### config.mk
export PLATFORM = sky130hd
export DESIGN_NAME = csa_acc_tree_pipe
export DESIGN_NICKNAME = d
export VERILOG_FILES = /design/src/rtl/csa_pkg.sv /design/src/rtl/csa_tree_nto2.sv /design/src/rtl/csa_acc_tree_pipe.sv
export SDC_FILE = /design/constraint.sdc
export NUM_CORES = 1
export LEC_CHECK = 0
export ABC_CLOCK_PERIOD_IN_PS = 3780
export CORE_UTILIZATION = 40
export CTS_CLUSTER_SIZE = 28
export DETAILED_ROUTE_END_ITERATION = 12
export GPL_ROUTABILITY_DRIVEN = 0
export PLACE_DENSITY = 0.73
export RECOVER_POWER = 100
export SLEW_MARGIN = 20
export SYNTH_ARGS = -nofsm -noshare
export SYNTH_HDL_FRONTEND = slang
export SYNTH_SLANG_ARGS = --single-unit
### constraint.sdc
create_clock -name i_clk -period 3.78 [get_ports i_clk]
set_input_delay 0.756 -clock i_clk [delete_from_list [all_inputs] [get_ports i_clk]]
set_output_delay 0.756 -clock i_clk [all_outputs]
set_load 0.03 [all_outputs]
### src/rtl/csa_pkg.sv
// csa_pkg: width helpers and carry-save tree sizing shared by the tree and the accumulator pipeline.
//   clog2      - ceiling log2 (0 for 1)
//   out_width  - accumulator width: operand width + growth for operand count and beats per packet
//   csa_next   - operand count after one row of 3:2 compressors
//   csa_count  - operand count entering a given row
//   csa_rows   - number of 3:2 rows needed to reach two vectors
package csa_pkg;
  function automatic int clog2(input int v);
    int r;
    for (r = 0; (1 << r) < v; r++) begin
    end
    return r;
  endfunction
  function automatic int out_width(input int iw, input int n, input int beats);
    return iw + clog2(n) + clog2(beats);
  endfunction
  // each full triple becomes a sum/carry pair; leftover one or two operands pass through
  function automatic int csa_next(input int n);
    return 2 * (n / 3) + n % 3;
  endfunction
  function automatic int csa_count(input int n, input int row);
    int c;
    c = n;
    for (int i = 0; i < row; i++) c = csa_next(c);
    return c;
  endfunction
  function automatic int csa_rows(input int n);
    int c;
    int r;
    c = n;
    r = 0;
    while (c > 2) begin
      c = csa_next(c);
      r++;
    end
    return r;
  endfunction
endpackage

### src/rtl/csa_tree_nto2.sv
// csa_tree_nto2: combinational carry-save tree reducing p_num_in unsigned operands to a sum and a carry vector.
//   data  in  p_num_in*p_input_width  operand k at [k*p_input_width +: p_input_width]
//   sum   out p_out_width             sum vector
//   carry out p_out_width             carry vector (sum + carry = operand total)
module csa_tree_nto2
  import csa_pkg::*;
#(
  parameter int p_num_in = 8,
  parameter int p_input_width = 14,
  parameter int p_out_width = p_input_width + clog2(p_num_in)
) (
  input  logic [p_num_in*p_input_width-1:0] data,
  output logic [p_out_width-1:0]            sum,
  output logic [p_out_width-1:0]            carry
);
  localparam int rows = csa_rows(p_num_in);
  genvar r, j;
  for (r = 0; r <= rows; r++) begin : g_row
    localparam int n = csa_count(p_num_in, r);
    logic [p_out_width-1:0] v [n];
    if (r == 0) begin : g_in
      for (j = 0; j < n; j++) begin : g_op
        assign v[j] = p_out_width'(data[j*p_input_width +: p_input_width]);
      end
    end else begin : g_csa
      localparam int pn = csa_count(p_num_in, r - 1);
      localparam int t = pn / 3;
      for (j = 0; j < t; j++) begin : g_fa
        logic [p_out_width-1:0] a, b, c;
        assign a = g_row[r-1].v[3*j];
        assign b = g_row[r-1].v[3*j+1];
        assign c = g_row[r-1].v[3*j+2];
        assign v[2*j] = a ^ b ^ c;
        // the top carry bit is dropped: the operand total always fits p_out_width
        assign v[2*j+1] = ((a & b) | (a & c) | (b & c)) << 1;
      end
      for (j = 0; j < pn % 3; j++) begin : g_pass
        assign v[2*t+j] = g_row[r-1].v[3*t+j];
      end
    end
  end
  assign sum = g_row[rows].v[0];
  assign carry = g_row[rows].v[1];
endmodule

### src/rtl/csa_acc_tree_pipe.sv
// csa_acc_tree_pipe: two-stage pipeline; stage 1 registers the CSA tree result, stage 2 accumulates beats per packet with saturation.
//   i_clk, i_rst_n        clock, asynchronous active-low reset
//   i_data/i_valid/i_last input beat (p_num_in operands), o_ready accepts it
//   i_clr                 synchronous clear of pipeline and partial packet
//   o_sum/o_ovf/o_valid   packet total, saturation flag; i_ready accepts it
module csa_acc_tree_pipe
  import csa_pkg::*;
#(
  parameter int p_num_in = 8,
  parameter int p_input_width = 14,
  parameter int p_max_beats = 4,
  localparam int p_out_width = out_width(p_input_width, p_num_in, p_max_beats)
) (
  input  logic                               i_clk,
  input  logic                               i_rst_n,
  input  logic [p_num_in*p_input_width-1:0]  i_data,
  input  logic                               i_valid,
  input  logic                               i_last,
  output logic                               o_ready,
  input  logic                               i_clr,
  output logic [p_out_width-1:0]             o_sum,
  output logic                               o_ovf,
  output logic                               o_valid,
  input  logic                               i_ready
);
  logic en;
  logic [p_out_width-1:0] tree_sum, tree_carry;
  logic s1_valid, s1_last;
  logic [p_out_width-1:0] s1_sum, s1_carry;
  logic [p_out_width-1:0] acc, beat, base, res;
  logic [p_out_width:0] total;
  logic first, pkt_ovf, sat;
  csa_tree_nto2 #(
    .p_num_in(p_num_in),
    .p_input_width(p_input_width),
    .p_out_width(p_out_width)
  ) u_tree (
    .data(i_data),
    .sum(tree_sum),
    .carry(tree_carry)
  );
  assign en = !(o_valid && !i_ready) && !i_clr;
  assign o_ready = en && i_rst_n;
  // the beat total fits p_out_width, so the sum/carry merge wraps exactly
  assign beat = s1_sum + s1_carry;
  assign base = first ? '0 : acc;
  assign total = {1'b0, base} + {1'b0, beat};
  // once saturated, the packet stays pinned at all ones
  assign sat = total[p_out_width] || pkt_ovf;
  assign res = sat ? '1 : total[p_out_width-1:0];
  always_ff @(posedge i_clk or negedge i_rst_n) begin
    if (!i_rst_n) begin
      s1_valid <= 1'b0;
      s1_last <= 1'b0;
      s1_sum <= '0;
      s1_carry <= '0;
      acc <= '0;
      first <= 1'b1;
      pkt_ovf <= 1'b0;
      o_sum <= '0;
      o_ovf <= 1'b0;
      o_valid <= 1'b0;
    end else if (i_clr) begin
      s1_valid <= 1'b0;
      first <= 1'b1;
      pkt_ovf <= 1'b0;
      o_valid <= 1'b0;
    end else if (en) begin
      s1_valid <= i_valid;
      s1_last <= i_last;
      s1_sum <= tree_sum;
      s1_carry <= tree_carry;
      o_valid <= s1_valid && s1_last;
      if (s1_valid) begin
        acc <= res;
        first <= s1_last;
        pkt_ovf <= !s1_last && sat;
        if (s1_last) begin
          o_sum <= res;
          o_ovf <= sat;
        end
      end
    end
  end
endmodule
==> flow_metrics.tcl <==
set metrics [dict create \
    first_pass_iters 4 \
    synth_edf_count 0 \
    path_clk_slew_ns 0.06 \
    die-area_sq_um 16900 \
    worstHoldPathType "reg -> reg" \
    max_stage_delay_ns 0.40 \
    final-hold-violation-count 0 \
    power_density_nw_per_um2 845 \
    min_period_over_period_pct 98.3 \
    max_freq_ghz 0.269 \
    crit_path_max_fanout 4 \
    core_area_sq_um 15900 \
    critPathLaunchType "flip-flop" \
    cp_slowest_cell "or3_4" \
    via_per_inst 4.86 \
    nNetsFinal 1064 \
    antenna_cells 0 \
    synth_cell_type_count 53 \
    switching_share_pct 44.9 \
    num_vias 5090 \
    netlist_area_sq_um 6540 \
    crit_start "s1_sum[2]$_DFFE_PN0P_" \
    postCtsHoldBufs 0 \
    antenna_found_initial 0 \
    status "finished, violations left" \
    ys_seq_area_share_pct 28.3 \
    crit_arrival_ns 3.99 \
    die_x_um 130 \
    cts_buffers 9 \
    worst_clock_skew_ns 0.0104 \
    pwr-share-seq_pct 18.1 \
    synth-seq-cells 74 \
    violations "max-capacitance violations, max-slew violations" \
    syn_inst 646 \
    final_common_cell "inv_1" \
    drcViolationCount 0 \
    drv_slew 75 \
    power_frac_comb_pct 71.7 \
    fin_crit_ns 3.72 \
    cts_tree "yes" \
    relSlewSlack_pct -21.8 \
    clock_sinks 74 \
    cap_viol_max_count 1 \
    ys_warn_count 0 \
    worstSkewPairLatency_ns 0.34 \
    final_cell_mix "inv_1, clkdlybuf4s50_1, fa_1" \
    area_growth_pct 36.4 \
    grtUsageTotal_pct 18.3 \
    max_slew.worst_pin.slew_ns 1.83 \
    die_y_um 130 \
    criticalPathCategory "reg -> reg" \
    endpoint_kind "flip-flop" \
    p_sw_mw 3.38 \
    r2r-start "s1_sum[2]$_DFFE_PN0P_" \
    wl_um 14300 \
    io_pins 140 \
    path_cells "ha_2 > fa_2 > a21oi_4 > o211ai_1 > a31oi_2 > o21bai_1 > xor2_1 > ha_1 > nand2_2 > or3_4 > o31ai_2 > buf_4 > a31oi_1 > xnor2_1 > o22a_1" \
    clockBufferDepth 2 \
    cts_root_buffer "clkbuf_16" \
    drive_gt1_share_pct 15.3 \
    utilization_pct 55.9 \
    grt_pass1_wl_um 24600 \
    portBuffers 139 \
    htreeDepth 3 \
    ys.flop_type "dfrtp_1" \
    syn_nets 882 \
    grt_max_degree 75 \
    dp_hpwl_um 11400 \
    irDropWorstVdd_v 0.000471 \
    critPathRequiredTime_ns 4.05 \
    drtIter0Drc 213 \
    setup_violations 0 \
    grt-ovfl-total 0 \
    p_clk_share_pct 10.2 \
    fin_hold_ws_ns 0.475 \
    drtAntennaViolNets 0 \
    rows 46 \
    async_reset_ff_share_pct 100 \
    drt-wirelength-per-cell_um 13.6 \
    initial_core_util_pct 41.0 \
    syn_avg_cell_area_sq_um 10.1 \
    leakage_nw 4.11 \
    grt_setup_unrepaired "true" \
    p_int_mw 4.15 \
    first_global_vias 5591 \
    hold_start "o_sum[5]$_DFFE_PN0P_" \
]
-- per-layer routing --
layer | vias up | wire (um) | global-route usage, %
met5 | - | 0 | 0
met4 | 0 | 204 | 3.76
met3 | 14 | 633 | 3.49
met2 | 106 | 7460 | 34.2
met1 | 2511 | 5990 | 21.9
li1 | 2459 | - | -
-- synthesized netlist by cell type (12+ instances only) --
| master | n | share of area [%] |
|---|---|---|
| inv_1 | 120 | 6.9 |
| fa_1 | 84 | 26 |
| dfrtp_1 | 73 | 28 |
| nand2_1 | 45 | 2.6 |
| o21ai_0 | 41 | 3.1 |
| nor2_1 | 35 | 2.0 |
| ha_1 | 34 | 6.5 |
| mux2_2 | 30 | 5.2 |
| nor2b_1 | 23 | 2.2 |
| a21oi_1 | 20 | 1.5 |
| xnor2_1 | 18 | 2.4 |
| clkbuf_1 | 13 | 0.75 |
| a31oi_1 | 12 | 1.1 |
-- final timing paths --
check,to,cells past startpoint,slack [ns]
max,acc[16]$_DFFE_PN0P_,15,0.06
min,o_sum[5]$_DFFE_PN0P_,2,0.48
max reg2reg,acc[16]$_DFFE_PN0P_,15,0.06
min reg2reg,o_sum[5]$_DFFE_PN0P_,2,0.48
max in group asynchronous,s1_sum[3]$_DFFE_PN0P_,2,1.55
min in group asynchronous,o_sum[0]$_DFFE_PN0P_,2,1.11
-- what timing repair did --
item	in CTS	in global routing
pin swaps	1	20
gates resized for setup	5	39
setup endpoints to repair	30	39
setup buffers	0	5
cloned	0	1
-- flip-flops by register name (all words and copies together), names as in the netlist --
register  flops
o_sum        19
s1_sum       16
acc          19
s1_last       1
pkt_ovf       1
first         1
s1_valid      1
s1_carry     14
o_ovf         1
o_valid       1
-- final cells by class --
type / instances / area [sq um]
flip-flops and latches: 74 / 1850
repair buffers: 185 / 1730
inverters: 120 / 450
well taps: 216 / 270
multi-input cells: 438 / 4360
fillers: 1411 / 7020
clock inverters: 5 / 32.5
clock buffers: 10 / 229
-- kinds of logic after synthesis --
logic type	Yosys count	share of synthesized area (%)
AO/OA/AOI/OAI	126	13.1
flip-flops	74	28.3
adder cells (fa/ha/maj)	118	32.2
AND/OR/NAND/NOR	138	10.0
multiplexers	32	5.47
buffers and inverters	135	7.79
XOR/XNOR	23	3.08
-- power groups by stage --
stage | logic, mW | registers (mW) | clock network, mW
after detailed placement | 4.98 | 1.37 | 0
after CTS | 5.06 | 1.36 | 0.778
after global routing | 6.09 | 1.41 | 0.813
after global placement | 4.91 | 1.36 | 0
after floorplan | 3.16 | 1.50 | 0
final | 5.41 | 1.36 | 0.765
-- per-stage QoR --
stage          cell area [sq um]  TNS (ns)  cells  worst slack (ns)  total power [mW]
6_report                    8920         0   1048            0.0649              7.53
5_1_grt                     8920     -1.13   1048            -0.112              8.31
4_1_cts                     8740         0   1042           0.00188              7.20
3_5_place_dp                8450     -2.16   1027            -0.135              6.35
3_3_place_gp                8450    -0.132   1027           -0.0409              6.27
2_1_floorplan               6540         0    646            0.0232              4.66
-- critical path: cells and delay by family (launching register included) --
family	cells	cell delay (ns)
fa+ha+maj	3	0.96
buf+inv	1	0.17
compound gates	7	1.21
flops	1	0.38
xor+xnor	2	0.43
simple gates	2	0.48
Note: power is estimated with default switching activity, not from simulation.
